**src/rtl/tetris_pkg.sv**
```systemverilog
// -----------------------------------------------------------------------------
// tetris_pkg
// Shared definitions for the tetris core piece-drop logic:
//   - state_e      : drop sequencer state encoding
//   - DEF_*        : default field / piece dimensions
//   - cnt_width()  : counter width helper that never returns zero
// -----------------------------------------------------------------------------
package tetris_pkg;

    localparam int STATE_W = 4;

    typedef enum logic [STATE_W-1:0] {
        S_IDLE  = 4'd0,
        S_LOAD  = 4'd1,
        S_1_2   = 4'd2,
        S_2_3   = 4'd3,
        S_CHECK = 4'd4,
        S_WRITE = 4'd5,
        S_WAIT  = 4'd6,
        S_LOCK  = 4'd7,
        S_OVER  = 4'd8
    } state_e;

    localparam int DEF_MEM_WIDTH  = 4;
    localparam int DEF_MEM_HEIGHT = 4;
    localparam int DEF_WIDTH      = 8;
    localparam int DEF_CELLS      = 4;

    // Bits needed to count 0..n-1; a one-value counter still gets one bit.
    function automatic int cnt_width(input int n);
        return (n > 1) ? $clog2(n) : 1;
    endfunction

endpackage

```
**src/rtl/collision_check.sv**
```systemverilog
// -----------------------------------------------------------------------------
// collision_check
// Combinational one-row-down test of an N-cell piece against the per-column
// height map.
// Ports:
//   coord_x  in  WIDTH*CELLS      cell columns, cell 0 in MSBs
//   coord_y  in  WIDTH*CELLS      cell rows (grow downward), cell 0 in MSBs
//   bus      in  WIDTH*MEM_WIDTH  top-occupied row per column, column 0 in MSBs
//   move_ok  out 1                every cell may drop one row
//   touch    out 1                some cell would land exactly on its column top
//   err      out 1                some cell column is outside the field
// -----------------------------------------------------------------------------
module collision_check
    import tetris_pkg::*;
#(
    parameter int MEM_WIDTH = DEF_MEM_WIDTH,
    parameter int WIDTH     = DEF_WIDTH,
    parameter int CELLS     = DEF_CELLS
) (
    input  logic [WIDTH*CELLS-1:0]     coord_x,
    input  logic [WIDTH*CELLS-1:0]     coord_y,
    input  logic [WIDTH*MEM_WIDTH-1:0] bus,
    output logic                       move_ok,
    output logic                       touch,
    output logic                       err
);

    logic [CELLS-1:0] w_ok;
    logic [CELLS-1:0] w_touch;
    logic [CELLS-1:0] w_oor;

    // Mux-free column lookup: an out-of-range column matches no slice and
    // yields zero, so bus is never indexed past its last column.
    function automatic logic [WIDTH-1:0] column_top(
        input logic [WIDTH*MEM_WIDTH-1:0] b,
        input logic [WIDTH-1:0]           col
    );
        logic [WIDTH-1:0] t;
        t = {WIDTH{1'b0}};
        for (int c = 0; c < MEM_WIDTH; c++) begin
            t = t | ({WIDTH{32'(col) == 32'(c)}} & b[(MEM_WIDTH-1-c)*WIDTH +: WIDTH]);
        end
        return t;
    endfunction

    for (genvar i = 0; i < CELLS; i++) begin : g_cell
        logic [WIDTH-1:0] w_col;
        logic [WIDTH-1:0] w_top;
        logic [WIDTH:0]   w_nxt;
        logic             w_in;

        assign w_col = coord_x[(CELLS-1-i)*WIDTH +: WIDTH];
        // One extra bit so the bottom row + 1 cannot wrap to zero.
        assign w_nxt = {1'b0, coord_y[(CELLS-1-i)*WIDTH +: WIDTH]} + {{WIDTH{1'b0}}, 1'b1};
        assign w_in  = (32'(w_col) < 32'(MEM_WIDTH));
        assign w_top = column_top(bus, w_col);

        // An out-of-range cell can never be ok, which forces the piece blocked.
        assign w_ok[i]    = w_in && (w_nxt < {1'b0, w_top});
        assign w_touch[i] = w_in && (w_nxt == {1'b0, w_top});
        assign w_oor[i]   = !w_in;
    end

    assign move_ok = &w_ok;
    assign touch   = |w_touch;
    assign err     = |w_oor;

endmodule

```
**src/rtl/drop_sequencer.sv**
```systemverilog
// -----------------------------------------------------------------------------
// drop_sequencer
// Piece-drop controller: per gravity step it runs load -> launch 1_2 ->
// launch 2_3 -> check, then writes (move), waits (blocked) or locks the piece.
// A blocked first check of a fresh piece means game over.
// Ports:
//   clk, rst (async, active-low), start (honoured only when idle)
//   coord_x, coord_y, bus             check inputs, stable during S_CHECK
//   busy                              sequencer not idle
//   is_load_PC, is_load_for_launch_1_2, is_load_for_launch_2_3  load strobes
//   is_write_reg, is_write_mem        write strobes
//   is_move, is_touch, err_range      results of the last check (held)
//   is_lock                           one-cycle pulse when the piece locks
//   is_over                           game over, cleared only by reset
// All outputs are registers.
// -----------------------------------------------------------------------------
module drop_sequencer
    import tetris_pkg::*;
#(
    parameter int MEM_WIDTH  = DEF_MEM_WIDTH,
    parameter int MEM_HEIGHT = DEF_MEM_HEIGHT,
    parameter int WIDTH      = DEF_WIDTH,
    parameter int CELLS      = DEF_CELLS,
    parameter int GRAV_DIV   = 16,
    parameter int LOCK_TICKS = 2
) (
    input  logic                       clk,
    input  logic                       rst,
    input  logic                       start,
    input  logic [WIDTH*CELLS-1:0]     coord_x,
    input  logic [WIDTH*CELLS-1:0]     coord_y,
    input  logic [WIDTH*MEM_WIDTH-1:0] bus,
    output logic                       busy,
    output logic                       is_load_PC,
    output logic                       is_load_for_launch_1_2,
    output logic                       is_load_for_launch_2_3,
    output logic                       is_write_reg,
    output logic                       is_write_mem,
    output logic                       is_move,
    output logic                       is_touch,
    output logic                       is_lock,
    output logic                       is_over,
    output logic                       err_range
);

    localparam int LC_W = cnt_width(LOCK_TICKS);
    localparam int GC_W = cnt_width(GRAV_DIV + 1);

    // Reject degenerate configurations at elaboration.
    if (MEM_WIDTH < 1 || MEM_HEIGHT < 1 || CELLS < 1 || GRAV_DIV < 1 || LOCK_TICKS < 1) begin : g_param_check
        $error("drop_sequencer: MEM_WIDTH, MEM_HEIGHT, CELLS, GRAV_DIV and LOCK_TICKS must be >= 1");
    end

    state_e          r_state;
    state_e          w_next_state;
    logic            r_first;
    logic            w_first_nxt;
    logic [LC_W-1:0] r_lock_cnt;
    logic [LC_W-1:0] w_lock_nxt;
    logic [GC_W-1:0] r_grav_cnt;
    logic [GC_W-1:0] w_grav_nxt;

    logic w_move_ok;
    logic w_touch;
    logic w_err;

    logic r_busy;
    logic r_load_pc;
    logic r_load_1_2;
    logic r_load_2_3;
    logic r_write_reg;
    logic r_write_mem;
    logic r_move;
    logic r_touch;
    logic r_lock;
    logic r_over;
    logic r_err;

    collision_check #(
        .MEM_WIDTH (MEM_WIDTH),
        .WIDTH     (WIDTH),
        .CELLS     (CELLS)
    ) u_collision_check (
        .coord_x (coord_x),
        .coord_y (coord_y),
        .bus     (bus),
        .move_ok (w_move_ok),
        .touch   (w_touch),
        .err     (w_err)
    );

    // Next-state, first-check flag, lock counter and gravity counter.
    always_comb begin
        w_next_state = r_state;
        w_first_nxt  = r_first;
        w_lock_nxt   = r_lock_cnt;

        // Gravity counter runs only in S_WAIT, so it is zero on every entry.
        if (r_state == S_WAIT) begin
            w_grav_nxt = r_grav_cnt + {{(GC_W-1){1'b0}}, 1'b1};
        end else begin
            w_grav_nxt = {GC_W{1'b0}};
        end

        case (r_state)
            S_IDLE: begin
                if (start) begin
                    w_next_state = S_LOAD;
                    w_first_nxt  = 1'b1;
                    w_lock_nxt   = {LC_W{1'b0}};
                end else begin
                    w_next_state = S_IDLE;
                end
            end
            S_LOAD:  w_next_state = S_1_2;
            S_1_2:   w_next_state = S_2_3;
            S_2_3:   w_next_state = S_CHECK;
            S_CHECK: begin
                w_first_nxt = 1'b0;
                if (w_move_ok) begin
                    w_next_state = S_WRITE;
                    w_lock_nxt   = {LC_W{1'b0}};
                end else if (r_first) begin
                    // A fresh piece that cannot drop even once: field is full.
                    w_next_state = S_OVER;
                end else if (r_lock_cnt == LC_W'(LOCK_TICKS - 1)) begin
                    w_next_state = S_LOCK;
                end else begin
                    w_next_state = S_WAIT;
                    w_lock_nxt   = r_lock_cnt + {{(LC_W-1){1'b0}}, 1'b1};
                end
            end
            S_WRITE: w_next_state = S_WAIT;
            S_WAIT: begin
                if (r_grav_cnt == GC_W'(GRAV_DIV - 1)) begin
                    w_next_state = S_LOAD;
                end else begin
                    w_next_state = S_WAIT;
                end
            end
            S_LOCK:  w_next_state = S_IDLE;
            S_OVER:  w_next_state = S_OVER;
            default: w_next_state = S_IDLE;
        endcase
    end

    // State register and sequencing counters.
    always_ff @(posedge clk or negedge rst) begin
        if (!rst) begin
            r_state    <= S_IDLE;
            r_first    <= 1'b0;
            r_lock_cnt <= {LC_W{1'b0}};
            r_grav_cnt <= {GC_W{1'b0}};
        end else begin
            r_state    <= w_next_state;
            r_first    <= w_first_nxt;
            r_lock_cnt <= w_lock_nxt;
            r_grav_cnt <= w_grav_nxt;
        end
    end

    // Strobes decoded from the next state, so each flop mirrors a Moore
    // decode of the state register without a combinational output path.
    always_ff @(posedge clk or negedge rst) begin
        if (!rst) begin
            r_busy      <= 1'b0;
            r_load_pc   <= 1'b0;
            r_load_1_2  <= 1'b0;
            r_load_2_3  <= 1'b0;
            r_write_reg <= 1'b0;
            r_write_mem <= 1'b0;
            r_lock      <= 1'b0;
            r_over      <= 1'b0;
        end else begin
            r_busy      <= (w_next_state != S_IDLE);
            r_load_pc   <= (w_next_state == S_LOAD);
            r_load_1_2  <= (w_next_state == S_1_2);
            r_load_2_3  <= (w_next_state == S_2_3);
            r_write_reg <= (w_next_state == S_WRITE);
            r_write_mem <= (w_next_state == S_WRITE) || (w_next_state == S_LOCK);
            r_lock      <= (w_next_state == S_LOCK);
            r_over      <= (w_next_state == S_OVER);
        end
    end

    // Check results captured at the end of S_CHECK and held until the next one.
    always_ff @(posedge clk or negedge rst) begin
        if (!rst) begin
            r_move  <= 1'b0;
            r_touch <= 1'b0;
            r_err   <= 1'b0;
        end else if (r_state == S_CHECK) begin
            r_move  <= w_move_ok;
            r_touch <= w_touch;
            r_err   <= w_err;
        end else begin
            r_move  <= r_move;
            r_touch <= r_touch;
            r_err   <= r_err;
        end
    end

    assign busy                   = r_busy;
    assign is_load_PC             = r_load_pc;
    assign is_load_for_launch_1_2 = r_load_1_2;
    assign is_load_for_launch_2_3 = r_load_2_3;
    assign is_write_reg           = r_write_reg;
    assign is_write_mem           = r_write_mem;
    assign is_move                = r_move;
    assign is_touch               = r_touch;
    assign is_lock                = r_lock;
    assign is_over                = r_over;
    assign err_range              = r_err;

endmodule

```
**config.mk**
```make
export PLATFORM = sky130hd
export DESIGN_NAME = drop_sequencer
export DESIGN_NICKNAME = d
export VERILOG_FILES = /design/src/rtl/tetris_pkg.sv /design/src/rtl/collision_check.sv /design/src/rtl/drop_sequencer.sv
export SDC_FILE = /design/constraint.sdc
export NUM_CORES = 1
export LEC_CHECK = 0
export ABC_AREA = 0
export CAP_MARGIN = 5
export CORE_UTILIZATION = 35
export CTS_CLUSTER_DIAMETER = 200
export DETAILED_ROUTE_END_ITERATION = 8
export HOLD_SLACK_MARGIN = 0.15
export PLACE_DENSITY_LB_ADDON = 0.2
export SLEW_MARGIN = 5
export SYNTH_ARGS = -nofsm -noshare
export SYNTH_HDL_FRONTEND = slang
export SYNTH_SLANG_ARGS = --single-unit
export TNS_END_PERCENT = 1
```
**constraint.sdc**
```tcl
create_clock -name clk -period 1.92 [get_ports clk]
set_input_delay 0.288 -clock clk [delete_from_list [all_inputs] [get_ports clk]]
set_output_delay 0.288 -clock clk [all_outputs]
set_load 0.1 [all_outputs]
```
# Word-level counts from Yosys, hierarchy flattened
# Cells that the tools add are included.
word_totals:
  regBits: 22
  in_bits: 99
  out_inout_bits: 11
  word_cells: 128
classes:
  n_addsub: 6
  order_cmp: 8
  n_eq_ne: 32
  muxes: 14
  bitwise_logic: 28
  n_reduce_logical: 25
op_table:
  columns: ["cell", "count"]
  rows:
  - ["bitwise AND 8 bit", 16]
  - ["OR 8 bit", 12]
  - ["== test 8 x 2 -> 1 bit (second input constant)", 8]
  - ["adder 8 x 1 -> 9 bit (second input constant)", 4]
  - ["== test 9 x 8 -> 1 bit", 4]
  - ["< comparator 9 x 8 -> 1 bit", 4]
  - ["== test 8 x 1 -> 1 bit (second input constant)", 4]
  - ["logical NOT 8 bit", 4]
  - ["< comparator 8 x 3 -> 1 bit (second input constant)", 4]
  - ["one-hot mux 4 bit (8 select lines)", 1]
  - ["== test 4 x 3 -> 1 bit (second input constant)", 5]
  - ["== test 4 x 2 -> 1 bit (second input constant)", 4]
  - ["== test 4 x 1 -> 1 bit (second input constant)", 2]
  - ["== test 4 bit (second input constant)", 2]
  - ["logical AND 1 bit", 8]
  - ["2-to-1 mux 4 bit", 2]
  - ["OR reduction 4 bit", 2]
  - ["2-to-1 mux 1 bit", 7]
  - ["adder 5 x 1 -> 5 bit (second input constant)", 1]
  - ["== test 5 x 4 -> 1 bit (second input constant)", 1]
  - ["2-to-1 mux 5 bit", 1]
  - ["logical NOT 1 bit", 4]
  - ["logical NOT 4 bit", 1]
  - ["one-hot mux 1 bit (2 select lines)", 2]
  - ["other kinds (10)", 10]

# Depth between registers and ports, before layout
logic_depth:
  depth_word: 12
  depth_mapped: 11
  depth_no_buf: 11

# Modules after synthesis
# From an unflattened synthesis, not the netlist that was laid out.
hier_totals:
  hier_cells: 343
  area_unflattened_um2: 2906.5
by_module_without_submodules:
  columns: ["mod", "n_inst", "cells_each", "area_per_inst_um2", "seq_area_each_um2"]
  rows:
  - ["collision_check", 1, 253, 1931.9, 0.0]
  - ["drop_sequencer", 1, 90, 974.7, 550.5]

# Worst setup path after synthesis
# Ideal clock, no wire load.
synth_path:
  path_kind: "input port to flip-flop"
  from: "input coord_x[8]"
  to: "register r_over, in the netlist is_over"
  setup_ns: 0.140
  arrival_time_ns: 2.739
  t_required_ns: 1.780
  setup_slack_ns: -0.959
  cell_stages: 10
  n_path_buf: 1
  path_cell_list: "clkbuf_1 -> mux4_2 -> nand2_1 -> ha_1 -> a211oi_1 -> o211ai_1 -> a31oi_1 -> o221ai_1 -> o41ai_1 -> a211oi_1"
synth_via:
  elab_chain_len: 11
  elab_cells_between_ends: 18
  classes_between: "order compare (2); eq/ne (4); mux (2); bitwise (7); reduce/logical (3)"
synth_lines:
  columns: ["item", "line_no", "text"]
  rows:
  - ["start: declaration", "drop_sequencer.sv:30", "input logic [WIDTH*CELLS-1:0] coord_x,"]
  - ["== test 8 x 1 -> 1 bit / logical NOT 8 bit (equally long branches)", "collision_check.sv:41", "t = t | ({WIDTH{32'(col) == 32'(c)}} & b[(MEM_WIDTH-1-c)*WIDTH +: WIDTH]);"]
  - ["bitwise AND 8 bit", "collision_check.sv:41", null]
  - ["OR 8 bit (3 in a row)", "collision_check.sv:41", null]
  - ["< comparator 9 x 8 -> 1 bit", "collision_check.sv:59", "assign w_ok[i] = w_in && (w_nxt < {1'b0, w_top});"]
  - ["logical AND 1 bit *", "collision_check.sv:59", null]
  - ["AND reduction 4 bit *", "collision_check.sv:64", "assign move_ok = &w_ok;"]
  - ["2-to-1 mux 4 bit *", "drop_sequencer.sv:120", "if (w_move_ok) begin"]
  - ["one-hot mux 4 bit (8 select lines) *", "drop_sequencer.sv:105", "case (r_state)"]
  - ["== test 4 bit *", "drop_sequencer.sv:182", "r_over <= (w_next_state == S_OVER);"]
  - ["end signal: assignment", "drop_sequencer.sv:182", null]
  - ["end: declaration", "drop_sequencer.sv:76", "logic r_over;"]
# Every way passes the cells marked *; elsewhere a longest branch is shown, timed or not.
# A chain may end at the register's enable or synchronous reset.

# Worst setup path in the final report
layout_path:
  from: "input coord_y[25]"
  to: "register r_state[3]"
layout_via:
  elab_chain_len: 6
layout_lines:
  columns: ["item", "line_no", "text"]
  rows:
  - ["start: declaration", "drop_sequencer.sv:31", "input logic [WIDTH*CELLS-1:0] coord_y,"]
  - ["adder 8 x 1 -> 9 bit", "collision_check.sv:54", "assign w_nxt = {1'b0, coord_y[(CELLS-1-i)*WIDTH +: WIDTH]} + {{WIDTH{1'b0}}, 1'b1};"]
  - ["< comparator 9 x 8 -> 1 bit", "collision_check.sv:59", null]
  - ["logical AND 1 bit", "collision_check.sv:59", null]
  - ["AND reduction 4 bit", "collision_check.sv:64", null]
  - ["2-to-1 mux 4 bit", "drop_sequencer.sv:120", null]
  - ["one-hot mux 4 bit (8 select lines)", "drop_sequencer.sv:105", null]
  - ["net w_next_state[3]", "drop_sequencer.sv:55", "state_e w_next_state;"]
  - ["end signal: assignment", "drop_sequencer.sv:155", "r_state <= w_next_state;"]
  - ["end: declaration", "drop_sequencer.sv:54", "state_e r_state;"]
# The timed path passes the listed nets, and every way through them passes these cells.

==> flow_summary.json <==
{
  "status": "complete, but fails checks",
  "violations": "negative setup slack",
  "drt_iter0_markers": 160,
  "post-route-period-util": 1.462,
  "combPwrFrac": 0.645,
  "power_density_mw_per_mm2": 503.9,
  "antenna_found_initial": 0,
  "cts-hold-fix-buffers": 0,
  "regMostFlops": "r_grav_cnt",
  "grt.busiest_layer": "met2",
  "top_regs": "r_grav_cnt (5), r_state (4)",
  "clk_latency_ns": 0.25,
  "grt_pass1_vias": 3529,
  "critPathMaxFanout": 3,
  "critPathMaxStageDelay_ns": 0.52,
  "synth_warnings": 0,
  "fin_crit_ns": 2.807,
  "fillers": 714,
  "clockBufferDepth": 2,
  "synth-edff-count": 0,
  "dpl_cell_area_mm2": 0.004937,
  "antenna-diode-count": 0,
  "routed_via_density": 5.514,
  "met3_usage": 0.03974,
  "cts.clk_slew.worst_paths_ns": 0.07,
  "crit_required_ns": 2.06,
  "die_y_um": 96.61,
  "antenna_left": 0,
  "worst_ep_arrival_time_ns": 2.95,
  "area_delta_synth_final_pct": 76.52,
  "dp.final_hpwl_um": 7828,
  "worst_slack_ns": -0.8872,
  "grt_overflow": 0,
  "rows": 34,
  "end_kind": "flop",
  "drt-pass1-iter-count": 4,
  "p_seq_frac": 0.257,
  "rsz0062_at_grt": "true",
  "ys_ff_latch": 22,
  "coreArea_mm2": 0.008678,
  "hold_path_class": "primary input to async pin",
  "drt_drc_violations_left": 0,
  "worst-slew-pin-transition_ns": 0.4601,
  "synth-main-ff-cell": "dfrtp_1",
  "dieArea_mm2": 0.009333,
  "largest_reg_flops": 5,
  "ioPinCount": 110,
  "grt_first_pass_wirelength_um": 16220,
  "holdWs_ns": 0.3825,
  "cts_tree": "built",
  "syn_area_mm2": 0.003133,
  "grt_max_degree": 23,
  "place_congestion": 0.8947,
  "numCtsBuffers": 3,
  "slew_viol_final": 0,
  "critPathBufInv": 2,
  "nets": 660,
  "seq_area_um2": 550.5,
  "routed-via-count": 3468,
  "wl_um": 10120,
  "cts.sinks": 22,
  "cts_max_level": 1,
  "clock_power_share": 0.098,
  "start_util": 0.3610,
  "grt_usage": 0.2118,
  "syn_avg_cell_area_um2": 9.670,
  "swShare": 0.4555,
  "ir_worst_vdd_mv": 0.3863,
  "p_leak_nw": 2.225,
  "critPathKind": "primary input to flop",
  "switching_power_mw": 1.269,
  "wire_per_inst_um": 16.09,
  "drive_gt1_frac": 0.4261,
  "portBuffers": 109,
  "fin_cells": 629,
  "use_met2": 0.3673,
  "ys_seq_area_frac": 0.1757,
  "dp.cells": 606,
  "die_w_um": 96.61,
  "crit_family": "compound AO/OA/AOI/OAI gates",
  "path_cells": "clkdlybuf4s50_1, ha_2, nand3_4, xnor2_4, ha_4, nand4_1, o211ai_1, a31oi_1, o221ai_2, buf_4, o41ai_4, a211oi_1",
  "skew_ns": 0.002347,
  "max-slew-margin-rel": 0.6932,
  "cts-root-buf": "clkbuf_8",
  "power_mw": 2.787,
  "async_flop_share": 1.000,
  "cap_violations": 0,
  "final_area_mm2": 0.005530,
  "synthCells": 324,
  "setup_viol": 11,
  "critPathSlowestCell": "clkdlybuf4s50_1",
  "internal-power_mw": 1.518,
  "synth_cell_type_count": 43,
  "max_freq_mhz": 356.2,
  "hold_viol_final": 0,
  "multiInputGateArea_mm2": 0.002962,
  "startpoint_type": "primary input",
  "syn_nets": 461,
  "grtUsageMet1": 0.2700
}
[cell usage in the layout (no fill, tap or decap), types with 5 or more instances in the layout]
cell             count
a21o_1               5
a21oi_1              8
buf_2                5
buf_4              101
buf_6                8
clkdlybuf4s15_1      5
clkdlybuf4s50_1     72
dfrtp_1             22
dlygate4sd2_1       15
ha_1                21
ha_4                13
inv_1                7
mux4_2              32
nand2_1             35
nand2_2              9
nand3_1             17
nand4_1              6
nor2_1              20
nor3_4               5
xnor2_1             12
xor2_1              11
[worst register-to-register path, delay by kind of cell, from the launching register on]
| family | cells | cell delay [ns] |
|---|---|---|
| fa+ha+maj | 2 | 0.43 |
| compound gates | 3 | 0.42 |
| flops | 1 | 0.40 |
| simple gates | 2 | 0.35 |
[synthesized netlist by cell type, types with 4 or more instances]
cell type | n | share of area
nand3_1 | 21 | 0.034
nor3_4 | 4 | 0.021
a21oi_1 | 12 | 0.019
buf_1 | 5 | 0.0060
dfrtp_1 | 22 | 0.18
a211oi_1 | 5 | 0.012
clkbuf_1 | 9 | 0.011
and2_1 | 5 | 0.010
mux4_2 | 32 | 0.23
a21o_1 | 5 | 0.012
or4_4 | 4 | 0.014
ha_1 | 38 | 0.15
nor4_1 | 5 | 0.010
o21ai_0 | 7 | 0.011
xor2_1 | 12 | 0.034
nand4_1 | 6 | 0.012
nand2_1 | 47 | 0.056
inv_1 | 7 | 0.0084
nor3_1 | 5 | 0.0080
nor2_1 | 21 | 0.025
o21a_1 | 4 | 0.0096
xnor2_1 | 14 | 0.039
[power groups by stage]
stage | clock [mW] | sequential, mW | combinational, mW
after floorplan | 0 | 1.03 | 0.694
after global placement | 0 | 0.719 | 1.62
after detailed placement | 0 | 0.720 | 1.63
after CTS | 0.281 | 0.714 | 1.73
after global routing | 0.308 | 0.742 | 1.91
final | 0.272 | 0.718 | 1.80
[logic make-up after synthesis]
kind of cell | count (synthesis) | share of synthesized area
mux | 34 | 0.2368
simple gates | 134 | 0.2320
compound gates | 49 | 0.1058
flops | 22 | 0.1757
fa+ha+maj | 38 | 0.1518
buf+inv | 21 | 0.02516
xor+xnor | 26 | 0.07268
[worst paths after layout]
| kind | start | endpoint | slack [ns] | cells after the start |
|---|---|---|---|---|
| max | coord_y[25] | r_state[3] | -0.89 | 12 |
| max in group asynchronous | rst | r_state[1] | 1.32 | 2 |
| min | rst | r_grav_cnt[3] | 0.38 | 2 |
| min in group clk | r_grav_cnt[0] | r_grav_cnt[0] | 0.47 | 1 |
| max reg2reg | r_grav_cnt[0] | r_state[0] | 0.20 | 7 |
| min reg2reg | r_grav_cnt[0] | r_grav_cnt[0] | 0.47 | 1 |
[final cells by class]
type                    instances  share of cell area
repair buffers                208              0.3283
well taps                     108             0.02443
flip-flops and latches         22             0.09955
inverters                       7            0.004751
multi-input cells             281              0.5355
clock buffers                   3            0.007466
[per-layer routing]
metal	wire length [um]	share of wire
met1	4027	0.40
met2	5039	0.50
met3	804	0.079
met4	251	0.025
met5	0	0
[per-stage QoR]
step,setup slack [ns],util,TNS (ns)
finish,-0.8872,0.6373,-8.628
global route,-0.9539,0.6373,-9.622
CTS,-0.7565,0.6210,-7.868
detailed placement,-1.412,0.5689,-14.41
global placement,-1.322,0.5689,-13.73
floorplan,-0.7397,-,-7.223
[timing repair]
action / in CTS / in global routing
buffers inserted: 19 / 3
endpoints found under the setup margin: 12 / 12
pin swaps: 49 / 11
cloned: 1 / 0
hold endpoints to repair: 0 / 0
gates resized for setup: 103 / 21
(Power assumes the default switching activity.)
==> edit (same settings) <==
Set the package constant `DEF_CELLS` to 6 (it was 4).
--- a/src/rtl/tetris_pkg.sv
+++ b/src/rtl/tetris_pkg.sv
@@ -24,7 +24,7 @@
     localparam int DEF_MEM_WIDTH  = 4;
     localparam int DEF_MEM_HEIGHT = 4;
     localparam int DEF_WIDTH      = 8;
-    localparam int DEF_CELLS      = 4;
+    localparam int DEF_CELLS      = 6;
 
     // Bits needed to count 0..n-1; a one-value counter still gets one bit.
     function automatic int cnt_width(input int n);
Ports: changed (resized coord_x and coord_y); port bits go from 110 to 142. The function was not compared with the original's and may differ.
==> edit against the original RTL <==
- the flow still finishes with violations (setup timing)
- critical path depth unchanged
- sequential share of layout area decreased by 2.2 points
- design area increased by 28%
- total power rose by 17%
- sequential power shrank 4.0%
- final cell count is 35% higher
- routed wire length is 44% higher
- area after synthesis is 31% higher
- sequential cell count stayed put
- worst setup slack got worse by 0.20 ns
- clock power is 77% higher
- non-clock buffer count up 73
- core utilization is 1.7 points lower
- fmax shrank 6.6%
- largest cell class unchanged
==> edit: results (changes against the original RTL) <==
place:
  placed_area_um2: 6580  # was 4940 µm²
  hpwlAfterDp_um: 11900  # was 7830 µm
  port_buffers: 141  # was 109
  placed_cells: 828  # was 606
  dp_slack_ns: -1.62  # was -1.41 ns
  gp_congestion: 0.912  # was 0.895
power:
  p_comb_share_pct: 64.1  # was 64.5%
  ir_drop_mv: 1.06  # was 0.386 mV
  seqPwrFrac_pct: 21.1  # was 25.7%
  static-leakage-power_nw: 3.03  # was 2.22 nW
  p_seq_uw: 689  # was 718 µW
  p_int_mw: 1.81  # was 1.52 mW
clock_tree:
  cts_max_level: 1  # unchanged
  clock-root-buffer: "clkbuf_16"  # was clkbuf_8
route:
  drt_iter0_markers: 289  # was 160
  viasPerCell: 5.64  # was 5.51
  wl_per_cell_um: 17.3  # was 16.1 µm
synth:
  synth_compound_area_share_pct: 8.87  # was 10.6%
  synth_area_leaders: "mux4_2, ha_1, dfrtp_1, nand2_1, xnor2_1"  # was mux4_2, dfrtp_1, ha_1, nand2_1, xnor2_1
  synth_common_cells: "nand2_1, ha_1, mux4_2, nand3_1, nor2_1"  # was nand2_1, ha_1, mux4_2, dfrtp_1
  yosys.area_share.adder_pct: 17.1  # was 15.2%
  ys_seq_area_share_pct: 13.4  # was 17.6%
  syn_avg_cell_area_um2: 9.44  # was 9.67 µm²
  synth_xor_area_share_pct: 8.11  # was 7.27%
  synth_cell_types: 46  # was 43
  muxShareOfSynthArea_pct: 26.6  # was 23.7%
sta:
  fin_tns_setup_ns: -10.70  # was -8.63 ns
  fin_ws_ns: -1.08  # was -0.887 ns
  clock_skew_ns: 0.00247  # was 0.00235 ns
  finalSetupViolCount: 11  # unchanged
  slew-limit-headroom_pct: 72.9  # was 69.3%
outcome:
  status: "finished, violations left"  # unchanged
  violations: "setup timing"  # unchanged
worst_setup_path:
  r2r_end: "busy$_DFF_PN0_"  # was r_state[0]$_DFF_PN0_
  crit_start: "coord_x[26]"  # was coord_y[25]
  path_max_fanout: 5  # was 3
  critPathCapture: "is_lock$_DFF_PN0_"  # was r_state[3]$_DFF_PN0_
  reg2reg_slack_ns: 0.14  # was 0.20 ns
global_routing:
  first_global_vias: 4846  # was 3529
  grt_usage_pct: 24.3  # was 21.2%
  grt_first_pass_wirelength_um: 22800  # was 16200 µm
final_layout:
  drive_gt1_share_pct: 39.2  # was 42.6%
  final_cells: 847  # was 629
edit: changes by cell type after synthesis, moves of 4 or more:
cell and change:
ha_1 +18, xnor2_1 +7, mux4_2 +16, nand2_1 +27
nand4_1 +6, and3_1 +7, xor2_1 +5, nand3_1 +11
a21o_1 -4, nor2_1 +11
edit: worst min path at each step:
| stage | endpoint | slack [ns] | from | depth (start not counted) |
|---|---|---|---|---|
| floorplan | busy$_DFF_PN0_ | -0.008 | rst | 0 |
| global placement | r_grav_cnt[0]$_DFF_PN0_ | 0.45 | r_grav_cnt[0]$_DFF_PN0_ | 1 |
| detailed placement | r_grav_cnt[0]$_DFF_PN0_ | 0.46 | r_grav_cnt[0]$_DFF_PN0_ | 1 |
| CTS | is_load_PC$_DFF_PN0_ | 0.40 | rst | 2 |
| global route | is_load_for_launch_1_2$_DFF_PN0_ | 0.43 | rst | 2 |
| finish | r_state[0]$_DFF_PN0_ | 0.38 | rst | 2 |
edit: layer usage:
metal  vias up  GRT usage [%]  share of wire, %
met3        31           1.76               7.4
met4         0           6.95               2.4
met5         -              0                 0
met1      2269           30.3                38
met2       252           44.6                52
li1       2224              -                 -
edit: layout make-up:
class	count	area, µm²
Clock buffer	4	88.8
Multi-Input combinational cell	391	3830
Sequential cell	22	551
Inverter	6	22.5
Timing Repair Buffer	281	2410
Fill cell	970	4340
Tap cell	143	179
edit: worst max-delay path, cell delays in order:
cell and delay (ns):
buf_6 0.09, or4_4 0.54, nor3_4 0.18, nand2_1 0.09
ha_2 0.18, or4_4 0.53, a2111oi_4 0.21, o21a_1 0.17
nand4_1 0.12, nor4_4 0.42, o32ai_2 0.16, nor3b_2 0.17
edit: repair_timing:
action,4_1_cts,5_1_grt
resized for setup,145,17
hold buffers,0,0
setup endpoints to repair,12,13
pin swaps,54,12
setup buffers,13,2
